--- config.mk ---
export PLATFORM = sky130hd
export DESIGN_NAME = ifetch_queue
export DESIGN_NICKNAME = d
export VERILOG_FILES = /design/src/rtl/ifetch_queue.sv
export SDC_FILE = /design/constraint.sdc
export NUM_CORES = 1
export LEC_CHECK = 0
export ABC_AREA = 1
export CAP_MARGIN = 20
export CORE_ASPECT_RATIO = 1.25
export CORE_MARGIN = 1
export CORE_UTILIZATION = 56
export DETAILED_ROUTE_END_ITERATION = 10
export HOLD_SLACK_MARGIN = 0.02
export PLACE_DENSITY = 0.9
export SLEW_MARGIN = 10
export SYNTH_ARGS = -nofsm -noshare
export SYNTH_HDL_FRONTEND = slang
export SYNTH_SLANG_ARGS = --single-unit
--- constraint.sdc ---
create_clock -name clk_i -period 5.4 [get_ports clk_i]
set_input_delay 1.08 -clock clk_i [delete_from_list [all_inputs] [get_ports clk_i]]
set_output_delay 1.08 -clock clk_i [all_outputs]
set_load 0.005 [all_outputs]
--- src/rtl/ifetch_queue.sv ---
// Instruction prefetch queue feeding IF_ID with {pc+4, instruction} pairs from a variable-latency memory.
// Optional same-cycle bypass of an empty queue is enabled by defining IFQ_BYPASS_EN.
module ifetch_queue #(
  parameter int unsigned DEPTH    = 4,
  parameter logic [31:0] RESET_PC = 32'd0
) (
  input  logic                         clk_i,
  input  logic                         rst_i,
  input  logic                         redirect_i,
  input  logic [31:0]                  redirect_pc_i,
  output logic                         imem_req_o,
  output logic [31:0]                  imem_addr_o,
  input  logic                         imem_ack_i,
  input  logic [31:0]                  imem_data_i,
  output logic                         deq_valid_o,
  input  logic                         deq_ready_i,
  output logic [31:0]                  deq_instr_o,
  output logic [31:0]                  deq_pc_add_4_o,
  output logic [$clog2(DEPTH+1)-1:0]   count_o
);

  localparam int unsigned PW = (DEPTH > 1) ? $clog2(DEPTH) : 1;
  localparam int unsigned CW = $clog2(DEPTH + 1);
  localparam logic [CW-1:0] DEPTH_C = CW'(DEPTH);

  typedef enum logic [1:0] {
    IDLE,
    REQ,
    DROP
  } state_t;

  state_t        state, state_nxt;
  logic [31:0]   fetch_pc, fetch_pc_nxt;
  logic [31:0]   drop_addr, drop_addr_nxt;
  logic [PW-1:0] wr_ptr, wr_ptr_nxt;
  logic [PW-1:0] rd_ptr, rd_ptr_nxt;
  logic [CW-1:0] count, count_nxt;
  logic [CW-1:0] count_after;

  logic [31:0]   instr_q [DEPTH];
  logic [31:0]   pc4_q   [DEPTH];

  logic          accept;
  logic          byp;
  logic          enq;
  logic          deq;
  logic          credit;
  logic [31:0]   pc_add_4;

  assign pc_add_4 = fetch_pc + 32'd4;

  always_comb begin
    accept = (state == REQ) && imem_ack_i && !redirect_i;
`ifdef IFQ_BYPASS_EN
    byp    = accept && (count == '0);
`else
    byp    = 1'b0;
`endif
    // A bypassed word taken by the consumer this cycle never occupies a slot.
    enq         = accept && !(byp && deq_ready_i);
    deq         = (count != '0) && deq_ready_i;
    count_after = count + CW'(enq) - CW'(deq);
    credit      = count_after < DEPTH_C;
  end

  always_comb begin
    state_nxt     = state;
    fetch_pc_nxt  = fetch_pc;
    drop_addr_nxt = drop_addr;
    wr_ptr_nxt    = wr_ptr;
    rd_ptr_nxt    = rd_ptr;
    count_nxt     = count_after;

    case (state)
      IDLE:    if (credit) state_nxt = REQ;
      REQ:     if (imem_ack_i && !credit) state_nxt = IDLE;
      DROP:    if (imem_ack_i) state_nxt = REQ;
      default: state_nxt = IDLE;
    endcase

    if (enq) wr_ptr_nxt = wr_ptr + PW'(1);
    if (deq) rd_ptr_nxt = rd_ptr + PW'(1);
    if (accept) fetch_pc_nxt = pc_add_4;

    // An unacked request must run to completion at its original address,
    // so it is parked in DROP and its eventual ack swallowed.
    if (redirect_i) begin
      fetch_pc_nxt = redirect_pc_i & 32'hFFFF_FFFC;
      wr_ptr_nxt   = '0;
      rd_ptr_nxt   = '0;
      count_nxt    = '0;
      if ((state == REQ || state == DROP) && !imem_ack_i) begin
        state_nxt = DROP;
        if (state == REQ) drop_addr_nxt = fetch_pc;
      end else begin
        state_nxt = REQ;
      end
    end
  end

  always_ff @(posedge clk_i) begin
    if (rst_i) begin
      state     <= IDLE;
      fetch_pc  <= RESET_PC;
      drop_addr <= RESET_PC;
      wr_ptr    <= '0;
      rd_ptr    <= '0;
      count     <= '0;
    end else begin
      state     <= state_nxt;
      fetch_pc  <= fetch_pc_nxt;
      drop_addr <= drop_addr_nxt;
      wr_ptr    <= wr_ptr_nxt;
      rd_ptr    <= rd_ptr_nxt;
      count     <= count_nxt;
    end
  end

  always_ff @(posedge clk_i) begin
    if (!rst_i && enq) begin
      instr_q[wr_ptr] <= imem_data_i;
      pc4_q[wr_ptr]   <= pc_add_4;
    end
  end

  assign imem_req_o  = (state != IDLE);
  assign imem_addr_o = (state == DROP) ? drop_addr : fetch_pc;
  assign count_o     = count;

  always_comb begin
    deq_valid_o    = 1'b0;
    deq_instr_o    = '0;
    deq_pc_add_4_o = '0;
    if (count != '0) begin
      deq_valid_o    = 1'b1;
      deq_instr_o    = instr_q[rd_ptr];
      deq_pc_add_4_o = pc4_q[rd_ptr];
    end else if (byp) begin
      deq_valid_o    = 1'b1;
      deq_instr_o    = imem_data_i;
      deq_pc_add_4_o = pc_add_4;
    end
  end

endmodule
* Yosys cells after proc, flatten, opt, wreduce, memory -nomap -nowiden
Memory sizes are Yosys's and may differ from the RTL's. A register that Yosys moved wholly into a read port is not among the register bits. Index checks and enable logic that the tools add are counted. W data, S select, Z words.
Storage, ports and cells: register bits 73, RAM bits 256, logic and storage cells 56, memories 2
Cells by class: add/subtract/negate cells 5, $lt $le $gt $ge 1, equality and inequality tests 5, multiplexer cells 18, reductions and logical operators 18
Memories:
- instr_q | words 4, width 32, read ports 1, clocked after Yosys merged registers in 1, write ports 1, RTL line 40 | logic [31:0] instr_q [DEPTH];
- pc4_q | words 4, width 32, read ports 1, clocked after Yosys merged registers in 1, write ports 1, RTL line 41 | logic [31:0] pc4_q [DEPTH];
Operators with widths (number):
- $mux W32 | 5
- $add A32 B3 Y32 const B | 1
- $mux W2 | 9
- $ne A3 B3 Y1 const B | 3
- $logic_and A1 B1 Y1 | 6
- $pmux W2 S3 | 1
- $reduce_and A3 Y1 | 2
- $add A2 B1 Y2 const B | 2
- $logic_not A1 Y1 | 4
- $reduce_bool A2 Y1 | 2
- $add A3 B1 Y3 | 1
- $lt A3 B3 Y1 const B | 1
- $mux W1 | 3
- $reduce_bool A3 Y1 | 1
- $sub A3 B1 Y3 | 1
- $eq A2 B1 Y1 const B | 1
- $eq A2 B2 Y1 const B | 1
- $logic_not A2 Y1 | 1
- $reduce_or A2 Y1 | 1
- $logic_or A1 B1 Y1 | 1

* Logic depth before layout (Yosys ltp)
depth in word-level cells 11, gate-level depth with buffers 17, gate-level depth less buffers 17

* Worst setup path before layout
No wires, ideal clock.
path type input-to-reg, start point in redirect_i, end point mem instr_q[0][0] (enable), setup time 0.482 ns, arrival 4.427 ns, data required time 4.918 ns, path slack 0.491 ns, stages on the path 6, path buffers 1, cell sequence buf_4 nor2_1 inv_1 nor2_2 inv_1 nor2_1
On the way: word-level cells in the longest chain between the ends 5
RTL lines:
- from (decl) | RTL line 9 | input logic redirect_i,
- $logic_not A1 Y1 | RTL line 53 | accept = (state == REQ) && imem_ack_i && !redirect_i;
- $logic_and A1 B1 Y1 | RTL line 53
- $logic_and A1 B1 Y1 | RTL line 120 | if (!rst_i && enq) begin
- $mux W1 | RTL line 120
- $mux W1 (implied by the code) | RTL line 121 | instr_q[wr_ptr] <= imem_data_i;
- to (decl) | RTL line 40
No other way between the ends.

==> impl_metrics.json <==
{
  "required_ns": 4.32,
  "seqPwrFrac": 0.536,
  "multi_input_area_mm2": 0.00427,
  "reg2reg_from": "count_o[0]$_SDFF_PP0_",
  "setup_viol": 0,
  "place_congestion": 0.931,
  "fmax_mhz": 238,
  "drt_first_iter_violations": 547,
  "cts_buffers": 29,
  "hold_path_depth": 2,
  "p_sw_uw": 1100,
  "utilization": 0.692,
  "die_w_um": 142,
  "tns_ns": 0,
  "pwr-share-comb": 0.078,
  "via_per_inst": 5.47,
  "cts_hold_buf": 0,
  "worst_ep_arrival_time_ns": 3.11,
  "internal-power_uw": 3980,
  "path_clk_slew_ns": 0.06,
  "cts_max_level": 1,
  "powerDensity_mw_per_mm2": 307,
  "syn_inst": 1360,
  "clock_power_share": 0.386,
  "nets": 1575,
  "cts_resized": 0,
  "final.period_utilization": 0.777,
  "rrSetupSlack_ns": 2.31,
  "maxCapViolations": 0,
  "cts_tree": "built",
  "drv_slew": 0,
  "layout_min_cycle_time_ns": 4.19,
  "cp-end-kind": "output port",
  "outcome": "finished, final reports clean",
  "crit_path_start_kind": "flip-flop",
  "fin_skew_ns": 0.0145,
  "critical_path_depth": 6,
  "path_delay_family": "buffers and inverters",
  "synth_seq_cells": 319,
  "holdCritPathClass": "reg2reg",
  "synth_area_per_cell_um2": 10.1,
  "final_cell_mix": "291 x nor2_1, 248 x edfxtp_1, 208 x o21ai_0",
  "track_usage": 0.250,
  "synth_area_mm2": 0.0137,
  "n_antenna_cell": 0,
  "firstDrtPassIters": 5,
  "leakage_uw": 0.00577,
  "hold_violations": 0,
  "num_vias": 10071,
  "fin_hold_ws_ns": 0.479,
  "antenna_found_initial": 0,
  "final_antenna_net_count": 0,
  "start_util": 0.574,
  "clk_latency_ns": 0.54,
  "peakVddDrop_mv": 0.285,
  "fp.dieArea_mm2": 0.0251,
  "routed_wl_mm": 31.3,
  "yosysUniqueCellTypes": 32,
  "drive_above_1_share": 0.0699,
  "drc": 0,
  "critPathMaxStageDelay_ns": 0.92,
  "synth-seq-area-share": 0.647,
  "post_drt_wl_per_cell_um": 17.0,
  "rows": 63,
  "path_buf_inv": 2,
  "core_mm2": 0.0239,
  "timing.rr.end": "state[0]$_SDFFE_PP0P_",
  "regArea_mm2": 0.00887,
  "crit_path_frequent_cell": "nor2_1",
  "path_max_fanout": 84,
  "relSlewSlack": 0.326,
  "clock_path_buffers": 3,
  "grt_pass1_wl_mm": 49.0,
  "grt_pass1_vias": 9985,
  "cp_cell_sequence": "buf_4 > nor2_1 > nor2_1 > o21ai_0 > a21oi_1 > clkdlybuf4s50_1",
  "clock_sinks": 319,
  "root_buffer": "clkbuf_16",
  "boundaryPins": 170,
  "gr-total-overflow": 0,
  "grt_max_degree": 85,
  "port_buffers": 163,
  "tightest_slew_ns": 1.01,
  "hpwl_mm": 19.3,
  "fillers": 1671,
  "p_sw_frac": 0.216,
  "cp_slowest_cell": "dfxtp_4",
  "yosys_warnings": 0,
  "crit_type": "reg2out",
  "r2r_cells": 13,
  "crit_end": "deq_instr_o[30]",
  "die_h_um": 177,
  "syn_to_final_growth_pct": 20.5,
  "rsz0062_at_grt": "no",
  "postCtsSetupRepairBufs": 0,
  "layout_commonest_cell": "nor2_1"
}
cell type report:
cell class                 instances  area share
tap                              325      0.0246
clock buffer                      42      0.0481
timing repair buffer             179       0.109
sequential                       319       0.537
inverter                          75      0.0170
clock inverter                    11     0.00613
multi-input combinational        891       0.258
worst min-delay path, stage by stage, from the launching register on:
cell and delay (ns):
dfxtp_1 0.30, inv_1 0.07, a21oi_1 0.07
cells in the mapped netlist:
cell type / number / area share
fa_1: 1 / 0.0015
nand2_4: 2 / 0.0016
edfxtp_1: 248 / 0.54
a21oi_1: 109 / 0.040
nor2_1: 295 / 0.081
and2_1: 3 / 0.0014
dfxtp_1: 71 / 0.10
clkbuf_1: 52 / 0.014
xor2_1: 15 / 0.0096
buf_1: 1 / 0.00027
xor2_2: 6 / 0.0071
ha_1: 10 / 0.0091
buf_2: 17 / 0.0062
nor3_4: 1 / 0.0012
nand2_2: 9 / 0.0041
o21ai_0: 208 / 0.076
a21oi_2: 2 / 0.0013
conb_1: 1 / 0.00027
inv_1: 69 / 0.019
nand2_1: 180 / 0.049
nor2_8: 1 / 0.0015
o21bai_1: 1 / 0.00055
buf_4: 7 / 0.0038
inv_2: 6 / 0.0016
buf_6: 1 / 0.00082
nor3_1: 1 / 0.00036
nand3_2: 3 / 0.0022
nor2_2: 7 / 0.0032
a31oi_1: 10 / 0.0046
nor2_4: 8 / 0.0066
nand3_1: 14 / 0.0051
nor3_2: 1 / 0.00073
through the flow:
stage	total power [uW]	std cells	instance area, um2	setup WS [ns]
after floorplan	2950	1363	13700	0.491
after global placement	3150	1788	15600	1.44
after detailed placement	3160	1788	15600	1.39
after CTS	5090	1841	16500	1.21
after global routing	5230	1842	16500	0.948
final	5070	1842	16500	1.21
sequential cells by signal, indices dropped and copies added (netlist names), named ones only:
register / flops
instr_q: 128
count_o: 3
pc4_q: 120
wr_ptr: 2
drop_addr: 30
rd_ptr: 2
fetch_pc: 30
state: 2
how the worst min path moves through the flow:
stage	from	endpoint	slack [ns]
2_1_floorplan	rd_ptr[1]$_SDFFE_PP0P_	flip-flop	0.44
3_3_place_gp	rd_ptr[1]$_SDFFE_PP0P_	flip-flop	0.44
3_5_place_dp	rd_ptr[1]$_SDFFE_PP0P_	flip-flop	0.47
4_1_cts	rd_ptr[1]$_SDFFE_PP0P_	flip-flop	0.48
5_1_grt	rd_ptr[1]$_SDFFE_PP0P_	flip-flop	0.49
6_report	rd_ptr[1]$_SDFFE_PP0P_	flip-flop	0.48
power groups by stage:
stage          clock network [uW]  registers [uW]  logic, uW
2_1_floorplan                   0            2760        193
3_3_place_gp                    0            2770        378
3_5_place_dp                    0            2770        390
4_1_cts                      1980            2720        394
5_1_grt                      2080            2720        435
6_report                     1960            2720        395
cells by family after synthesis:
kind of cell               Yosys count  share of synthesized area
other                                1                   0.000273
and+or+nand+nor                    525                      0.158
DFF                                319                      0.647
AOI/OAI and AO/OA                  330                      0.122
buffers and inverters              153                     0.0459
xor gates and xnor gates            21                     0.0167
adders and majority gates           11                     0.0106
routing by layer:
layer | vias up | wire length, um | global-route usage
met5 | - | 0 | 0
met4 | 0 | 731 | 0.0847
met2 | 383 | 16300 | 0.455
met3 | 53 | 2140 | 0.0392
li1 | 4854 | - | -
met1 | 4781 | 12200 | 0.302
Power figures use the tool's default switching activity.
==> RTL change: new RTL, config.mk and constraints unchanged <==
Re-encode `state_t` (3 states) as one-hot, 3 bits wide.
--- a/src/rtl/ifetch_queue.sv
+++ b/src/rtl/ifetch_queue.sv
@@ -23,10 +23,10 @@
   localparam int unsigned CW = $clog2(DEPTH + 1);
   localparam logic [CW-1:0] DEPTH_C = CW'(DEPTH);
 
-  typedef enum logic [1:0] {
-    IDLE,
-    REQ,
-    DROP
+  typedef enum logic [2:0] {
+    IDLE = 3'b001,
+    REQ  = 3'b010,
+    DROP = 3'b100
   } state_t;
 
   state_t        state, state_nxt;
Behaviour: no difference found for any inputs over 4 cycles, from zero or initial values and one cycle with rst_i high; so few cycles prove little.
==> RTL change against the original RTL <==
Cell area is 1.1% higher. Utilization up 0.56 points. Global-route usage down 0.52 points. Area after synthesis up 0.72%. Power increased by 0.37%. Sequential cell count up 1. Setup slack worse by 0.075 ns. First-iteration DRC count rose by 0.91%. Via count up 3.8%. Hold slack got worse by 0.030 ns. Routed wire length shrank 0.80%. Non-clock buffer count rose by 2. Count of clock-buffer cells in the layout up 6. Critical path type unchanged. Largest power group unchanged.
==> RTL change: results (changes against the original RTL) <==
hold_path:
  worstHoldStart: "drop_addr[25]$_SDFFE_PP0P_"  # was rd_ptr[1]$_SDFFE_PP0P_
critical_path:
  crit_fanout: 64  # was 84
  crit_path_max_incr_delay_ns: 0.80  # was 0.92 ns
  r2r_setup_slack_ns: 2.06  # was 2.31 ns
  rr_startpoint: "state[0]$_SDFFE_PP1P_"  # was count_o[0]$_SDFF_PP0_
  rr_worst_depth: 20  # was 13
cells_and_area:
  nNetsFinal: 1626  # was 1575
  seq_area_mm2: 0.00889  # was 0.00887 mm2
  layout-drive-gt1-share_pct: 6.29  # was 6.99%
status:
  outcome: "completed"  # unchanged
pwr:
  leakagePower_nw: 5.87  # was 5.77 nW
timing:
  final_max_slew_viol_count: 0  # unchanged
  holdWs_ns: 0.449  # was 0.479 ns
  tightest_slew_ns: 0.943  # was 1.01 ns
  fin_skew_ns: 0.0105  # was 0.0145 ns
detailed_routing:
  initialDrtViolationCount: 552  # was 547
  via_per_inst: 5.51  # was 5.47
  wl_per_cell_um: 16.4  # was 17.0 um
synth:
  synth-compound-area-share_pct: 12.2  # about the same
  ys_top_cells_by_count: "296 x nor2_1, 248 x edfxtp_1, 210 x o21ai_0, 188 x nand2_1, 114 x a21oi_1"  # was 295 x nor2_1, 248 x edfxtp_1, 208 x o21ai_0, 180 x nand2_1, 109 x a21oi_1
  avgSynthCellArea_um2: 9.78  # was 10.1 um2
  synth_xor_area_share_pct: 1.17  # was 1.67%
  seq_area_frac_synth_pct: 64.3  # was 64.7%
  synthAdderAreaFrac_pct: 0.779  # was 1.06%
place:
  dpl.cell_count: 1841  # was 1788
  dp.final_hpwl_um: 19400  # was 19300 um
global_route:
  grt_max_degree: 65  # was 85
  grt_pass1_vias: 10105  # was 9985
  grt.total_usage_pct: 24.5  # was 25.0%
cts:
  cts_buffers: 30  # was 29
  cts-resized-gates: 0  # unchanged
RTL change: cell types whose count changed after synthesis, sizes merged, moves of 4 or more:
| cell | unedited run | this run |
|---|---|---|
| a21oi | 111 | 115 |
| buf | 26 | 21 |
| clkbuf | 52 | 58 |
| inv | 75 | 110 |
| nand2 | 191 | 197 |
| nand3 | 17 | 27 |
| nor2 | 311 | 307 |
| xor2 | 21 | 12 |
RTL change: kinds of logic (layout without fill, tap and decap cells):
group | after synthesis | after routing
and+or+nand+nor | 543 | 543
AOI/OAI and AO/OA | 334 | 334
DFF | 320 | 320
buffers and inverters | 191 | 349
xor gates and xnor gates | 15 | 15
adders and majority gates | 8 | 8
other | 1 | 4
RTL change: layout make-up:
| class | count | share of cell area [%] |
|---|---|---|
| flip-flops and latches | 320 | 53.2 |
| clock buffers | 48 | 5.38 |
| clock inverters | 8 | 0.554 |
| inverters | 112 | 2.51 |
| repair buffers | 181 | 10.7 |
| multi-input cells | 904 | 25.2 |
| well taps | 325 | 2.43 |
RTL change: how the worst max path moves through the flow:
stage,slack [ns],end,from
after floorplan,0.44,instr_q[0][0]$_DFFE_PP_,redirect_i
after global placement,1.15,state[1]$_SDFFE_PP0P_,imem_ack_i
after detailed placement,1.03,state[1]$_SDFFE_PP0P_,imem_ack_i
after CTS,1.12,deq_pc_add_4_o[9],register
after global routing,0.92,deq_pc_add_4_o[9],register
final,1.13,deq_pc_add_4_o[9],register
RTL change: power by group:
group | internal, mW | total [mW] | switching [mW] | leakage (nW)
sequential | 2.68 | 2.71 | 0.0315 | 2.84
clock | 1.23 | 2.08 | 0.850 | 0.486
combinational | 0.137 | 0.298 | 0.160 | 2.55
RTL change: routing by layer:
metal / vias to the layer above / global-route usage (%) / routed length, um
met2: 484 / 43.8 / 15700
met1: 4908 / 28.9 / 12200
met4: 0 / 11.1 / 963
met3: 70 / 3.89 / 2240
li1: 4995 / - / -
met5: - / 0 / 0
RTL change: worst reg2reg max path, cell delays in order, from the launching register on:
cell,delay [ns]
dfxtp_1,0.32
inv_1,0.11
nand3_1,0.13
nor2_1,0.14
inv_1,0.12
nor2_4,0.51
inv_1,0.18
ha_1,0.34
inv_1,0.04
ha_1,0.19
fa_1,0.42
inv_1,0.11
nand2_1,0.09
nand2_1,0.10
nand2_1,0.07
nand3_1,0.10
nand3_1,0.10
nand2_1,0.07
inv_1,0.03
nand2_1,0.05
inv_1,0.03
